## src/rtl/imem_load_ctrl_if.sv

```systemverilog
// imem_load_ctrl_if: host word handshake plus instruction RAM write port
interface imem_load_ctrl_if #(
    parameter int ADDR_W = 5,
    parameter int DATA_W = 32
);
    logic              host_valid;
    logic [DATA_W-1:0] host_data;
    logic              host_ready;
    logic              ram_we;
    logic [ADDR_W-1:0] ram_addr;
    logic [DATA_W-1:0] ram_wdata;
    modport master (
        input  host_valid, host_data,
        output host_ready, ram_we, ram_addr, ram_wdata
    );
    modport slave (
        output host_valid, host_data,
        input  host_ready, ram_we, ram_addr, ram_wdata
    );
endinterface

```

## src/rtl/imem_load_ctrl.sv

```systemverilog
// imem_load_ctrl: loads program words into instruction RAM, then sequences core run/halt/step
module imem_load_ctrl #(
    parameter int ADDR_W = 5,
    parameter int DATA_W = 32,
    parameter int DEPTH  = 32
) (
    input  logic              clk,
    input  logic              rst,
    imem_load_ctrl_if.master  bus,
    input  logic              load_start,
    input  logic [ADDR_W:0]   load_len,
    input  logic              run_start,
    input  logic              halt_req,
    input  logic              step_req,
    output logic              core_hold,
    output logic              core_en,
    output logic              load_done,
    output logic [2:0]        state,
    output logic [31:0]       cyc_cnt
);
    typedef enum logic [2:0] {IDLE = 3'd0, LOAD = 3'd1, RUN = 3'd2, HALT = 3'd3, STEP = 3'd4} state_t;
    localparam logic [ADDR_W:0] FULL = (ADDR_W + 1)'(DEPTH);
    state_t            cur, nxt;
    logic [ADDR_W:0]   cnt, len, eff_len;
    logic              xfer, last_wr, enter_load;
    logic              ram_we_q;
    logic [ADDR_W-1:0] ram_addr_q;
    logic [DATA_W-1:0] ram_wdata_q;
    assign eff_len        = (load_len == '0 || load_len > FULL) ? FULL : load_len;
    assign bus.host_ready = cur == LOAD && cnt < len;
    assign bus.ram_we     = ram_we_q;
    assign bus.ram_addr   = ram_addr_q;
    assign bus.ram_wdata  = ram_wdata_q;
    assign state          = cur;
    assign xfer           = bus.host_valid && bus.host_ready;
    // the final write pulse is on the bus while cnt has already reached len
    assign last_wr        = ram_we_q && cnt == len;
    always_ff @(posedge clk or negedge rst) begin
        if (!rst) cur <= IDLE;
        else      cur <= nxt;
    end
    always_comb begin
        nxt        = cur;
        enter_load = 1'b0;
        case (cur)
            IDLE:    nxt = load_start ? LOAD : (run_start && load_done) ? RUN : IDLE;
            LOAD:    nxt = (halt_req || last_wr) ? IDLE : LOAD;
            RUN:     nxt = halt_req ? HALT : RUN;
            HALT:    nxt = halt_req ? HALT : load_start ? LOAD : run_start ? RUN : step_req ? STEP : HALT;
            STEP:    nxt = HALT;
            default: nxt = IDLE;
        endcase
        enter_load = nxt == LOAD && cur != LOAD;
    end
    always_ff @(posedge clk or negedge rst) begin
        if (!rst) begin
            ram_we_q    <= 1'b0;
            ram_addr_q  <= '0;
            ram_wdata_q <= '0;
            cnt         <= '0;
            len         <= '0;
            load_done   <= 1'b0;
            core_hold   <= 1'b1;
            core_en     <= 1'b0;
            cyc_cnt     <= '0;
        end else begin
            ram_we_q <= xfer;
            if (xfer) begin
                ram_addr_q  <= cnt[ADDR_W-1:0];
                ram_wdata_q <= bus.host_data;
            end
            cnt       <= enter_load ? '0 : cnt + (ADDR_W + 1)'(xfer);
            len       <= enter_load ? eff_len : len;
            load_done <= enter_load ? 1'b0 : (cur == LOAD && !halt_req && last_wr) ? 1'b1 : load_done;
            core_hold <= nxt == IDLE || nxt == LOAD;
            core_en   <= nxt == RUN || nxt == STEP;
            cyc_cnt   <= enter_load ? '0 : cyc_cnt + 32'(core_en);
        end
    end
endmodule
```

## src/flat_wrapper.sv

```systemverilog
// flat-port wrapper written by rule: the top's interface ports become plain ports
module imem_load_ctrl_flat 
#(
    parameter int ADDR_W = 5,
    parameter int DATA_W = 32,
    parameter int DEPTH  = 32
)
  (clk, rst, load_start, load_len, run_start, halt_req, step_req, core_hold, core_en, load_done, state, cyc_cnt, bus_host_valid, bus_host_data, bus_host_ready, bus_ram_we, bus_ram_addr, bus_ram_wdata);
  imem_load_ctrl_if #(.ADDR_W(ADDR_W), .DATA_W(DATA_W)) bus_i ();
  input  logic clk;
  input  logic rst;
  input  logic load_start;
  input  logic [ADDR_W:0] load_len;
  input  logic run_start;
  input  logic halt_req;
  input  logic step_req;
  output logic core_hold;
  output logic core_en;
  output logic load_done;
  output logic [2:0] state;
  output logic [31:0] cyc_cnt;
  input wire logic [$bits(bus_i.host_valid)-1:0] bus_host_valid;
  input wire logic [$bits(bus_i.host_data)-1:0] bus_host_data;
  output wire logic [$bits(bus_i.host_ready)-1:0] bus_host_ready;
  output wire logic [$bits(bus_i.ram_we)-1:0] bus_ram_we;
  output wire logic [$bits(bus_i.ram_addr)-1:0] bus_ram_addr;
  output wire logic [$bits(bus_i.ram_wdata)-1:0] bus_ram_wdata;
  assign bus_i.host_valid = bus_host_valid;
  assign bus_i.host_data = bus_host_data;
  assign bus_host_ready = bus_i.host_ready;
  assign bus_ram_we = bus_i.ram_we;
  assign bus_ram_addr = bus_i.ram_addr;
  assign bus_ram_wdata = bus_i.ram_wdata;
  imem_load_ctrl #(.ADDR_W(ADDR_W), .DATA_W(DATA_W), .DEPTH(DEPTH)) u_core (.clk(clk), .rst(rst), .bus(bus_i), .load_start(load_start), .load_len(load_len), .run_start(run_start), .halt_req(halt_req), .step_req(step_req), .core_hold(core_hold), .core_en(core_en), .load_done(load_done), .state(state), .cyc_cnt(cyc_cnt));
endmodule
```

## config.mk

```make
export PLATFORM = sky130hd
export DESIGN_NAME = imem_load_ctrl_flat
export DESIGN_NICKNAME = d
export VERILOG_FILES = /design/src/rtl/imem_load_ctrl_if.sv /design/src/rtl/imem_load_ctrl.sv /design/src/flat_wrapper.sv
export SDC_FILE = /design/constraint.sdc
export NUM_CORES = 1
export LEC_CHECK = 0
export CAP_MARGIN = 20
export CORE_UTILIZATION = 47
export DETAILED_ROUTE_END_ITERATION = 6
export GPL_ROUTABILITY_DRIVEN = 0
export HOLD_SLACK_MARGIN = 0.1
export PLACE_DENSITY = 0.8
export SETUP_SLACK_MARGIN = 0.1
export SYNTH_ARGS = -nofsm -noshare
export SYNTH_HDL_FRONTEND = slang
export SYNTH_SLANG_ARGS = --single-unit
```

## constraint.sdc

```tcl
create_clock -name clk -period 2.75 [get_ports clk]
set_input_delay 0.55 -clock clk [delete_from_list [all_inputs] [get_ports clk]]
set_output_delay 0.55 -clock clk [all_outputs]
set_load 0.1 [all_outputs]
```

==> run metrics <==
CP top delay family=flip-flops; Area Growth Syn to Fin=32.85%; part of the power in the clock network=0.137; outcome=complete, no violations; GRT overflow=0; Hold Fails Final Rpt=0; via count=3309; fin crit share=0.8833; Mapped Cells=356; endpoints failing setup=0; Post-synth ARST share=1.000; setup bufs post-CTS=0; Post-CTS Resized=0; Worst Hold Class=primary input to asynchronous set/reset pin; min cycle time layout=2.429 ns; sequential share of power=0.287; post-synthesis sequential element count=88; critical path fanouts, max=4; GR Util All Layers=0.2041; CTS buffer count=9; Syn Area/Cell=11.51 sq um; clk_skew=0.009747 ns; vias per inst=5.608; Mapped Nets=411; combinational share of power=0.575; Cell Int Power=2.881 mW; Post-Place Cells=574; IO buf count=121; nets@finish=535; Worst path slowest cell=dfrtp_1; Crit. End Element=primary output; Lkg Pwr=2.439 nW; commonest cells after routing, fill and taps aside=buf_4, dfrtp_1, clkdlybuf4s50_1; n_diodes=0; Register Area=2211 sq um; die span in x=95.37 um; synth warn=0; Sw Ratio=0.5426; num rows=33; CTS tree=built; Bufs on Longest Clock Path=2; RSZ-0062 raised after global routing=false; antenna violations before repair=0; post-place instance area=5256 sq um; Die Area=9095 sq um; Seq/Total Area, Yosys=0.5377; first-pass GRT wire length=14.26 mm; Pwr per Cell Area=1157 nW/um^2; Initial Util=0.4913; Worst EP required=2.20 ns; DR WL/cell=15.00 um; fin area=5444 sq um; VDD IR max=0.001130 V; register clock-pin slew on the reported worst setup and hold paths=0.10 ns; CTS root buf=clkbuf_8; CTS sink cnt=88; pins over their slew limit=0; Worst setup SP type=flop; share of cells above drive strength 1=0.3155; EDFF count, synth=0; Slew headroom=0.5390; critical path class=flop to primary output; Post-Syn Area=4098 sq um; Pre-antenna DRT Iters=4; arrival time at the worst endpoint=1.88 ns; Detailed Place HPWL=6.480 mm; Final Util=0.6527; Multi-input gate area=1790 sq um; largest net degree at the start of global routing=54; Psw=3.418 mW; clk_lat worst skew=0.37 ns; Least-Margin Pin Slew=0.6916 ns; hold bufs inserted after CTS=0; setup_tns=0 ns; total power=6.298 mW; DRC=0; max incr delay on CP=0.45 ns; DR iter-0 viols=104; Buf/Inv on CP=1; Fmax=411.7 MHz; Cell Count, Final, Fillers Out=590; H-tree lvl count=3; Max Cap Violations=0; critical path, cell by cell=ha_1 -> nand4_1 -> o21bai_1 -> and4_2 -> buf_12; vias in the first global route=3132; drt total wl=8.848 mm; core area=8341 sq um; # fillers=657; unique cell type count in the Yosys netlist=46; IO Count=122; top_reg_cell synth=dfrtp_1; Detail Route Antenna Nets=0; die height=95.37 um
==> cell families (layout without fill, tap and decap cells) <==
logic type,Yosys count,in the layout,share of synthesized area
and+or+nand+nor,124,124,0.1759
DFF,88,88,0.5377
AOI/OAI and AO/OA,50,50,0.07603
muxes,44,44,0.1191
buffers and inverters,25,154,0.02870
xor gates and xnor gates,15,15,0.03206
adders and majority gates,10,10,0.03053
==> flip-flops by register name (all words and copies together), names as in the netlist <==
| register | cells |
|---|---|
| u_core.bus.ram_we | 1 |
| u_core.cyc_cnt | 32 |
| u_core.bus.ram_addr | 5 |
| u_core.load_done | 1 |
| u_core.core_hold | 1 |
| u_core.core_en | 1 |
| u_core.len | 6 |
| u_core.state | 3 |
| u_core.cnt | 6 |
| u_core.bus.ram_wdata | 32 |
==> path summary, 6_finish.rpt <==
check	start	end	slack (ns)	cells after the start
min reg2reg	u_core.bus.ram_wdata[3]	u_core.bus.ram_wdata[3]	0.52	1
max reg2reg	u_core.core_en	u_core.cyc_cnt[20]	0.38	6
max	u_core.cnt[4]	bus_host_ready	0.32	5
max in group asynchronous	rst	u_core.cyc_cnt[13]	1.90	2
min	rst	u_core.cyc_cnt[29]	0.22	1
min in group clk	u_core.bus.ram_wdata[3]	u_core.bus.ram_wdata[3]	0.52	1
==> metrics by stage <==
step                      setup WS [ns]  hold WS, ns
after floorplan                  0.1103       0.2544
after global placement           0.3353       0.4891
after detailed placement         0.2522       0.4959
after CTS                        0.2936       0.2347
after global routing             0.2104       0.2650
final                            0.3210       0.2163
==> worst reg2reg max path, stage by stage (launching register included) <==
cell	delay, ns
dfrtp_2	0.37
ha_1	0.20
ha_1	0.26
nand4_2	0.18
or3_1	0.55
or4_1	0.56
a21oi_1	0.18
==> metal layers <==
layer	vias to the layer above	GRT usage	wire length (um)
li1	1552	-	-
met1	1617	0.2639	3808
met2	124	0.3202	4188
met4	0	0.08706	179
met5	-	0	0
met3	16	0.05901	671
==> cell usage after synthesis, drive strengths merged, types with 2 or more instances <==
library cell,n,area share
nand2,15,0.014
mux2i,6,0.015
o31ai,14,0.026
or4,16,0.029
or3,6,0.0092
o311ai,2,0.0043
dfrtp,87,0.53
nor3,2,0.0024
or2,2,0.0031
ha,10,0.031
and4,5,0.011
xnor2,9,0.019
xor2,6,0.013
buf,6,0.011
inv,12,0.011
nor4b,2,0.0058
nor2b,7,0.011
nand4,11,0.018
nand2b,6,0.0092
a21oi,22,0.027
nand3,16,0.021
nor2,25,0.023
and3,2,0.0034
nor4,3,0.0046
clkbuf,7,0.0067
o21ai,7,0.0085
mux2,38,0.10
==> power by group through the flow <==
stage	clock network [mW]	registers (mW)	logic, mW
floorplan	0	3.83	0.833
global placement	0	1.81	3.61
detailed placement	0	1.83	3.65
CTS	0.885	1.81	3.65
global route	0.937	1.85	3.76
finish	0.865	1.81	3.62
==> area by class of cell <==
type,instances,area share
timing repair buffer,126,0.1981
inverter,12,0.008274
tap,105,0.02413
clock buffer,9,0.02275
clock inverter,7,0.01172
multi-input combinational,243,0.3289
sequential,88,0.4061
Power figures use the tool's default switching activity.
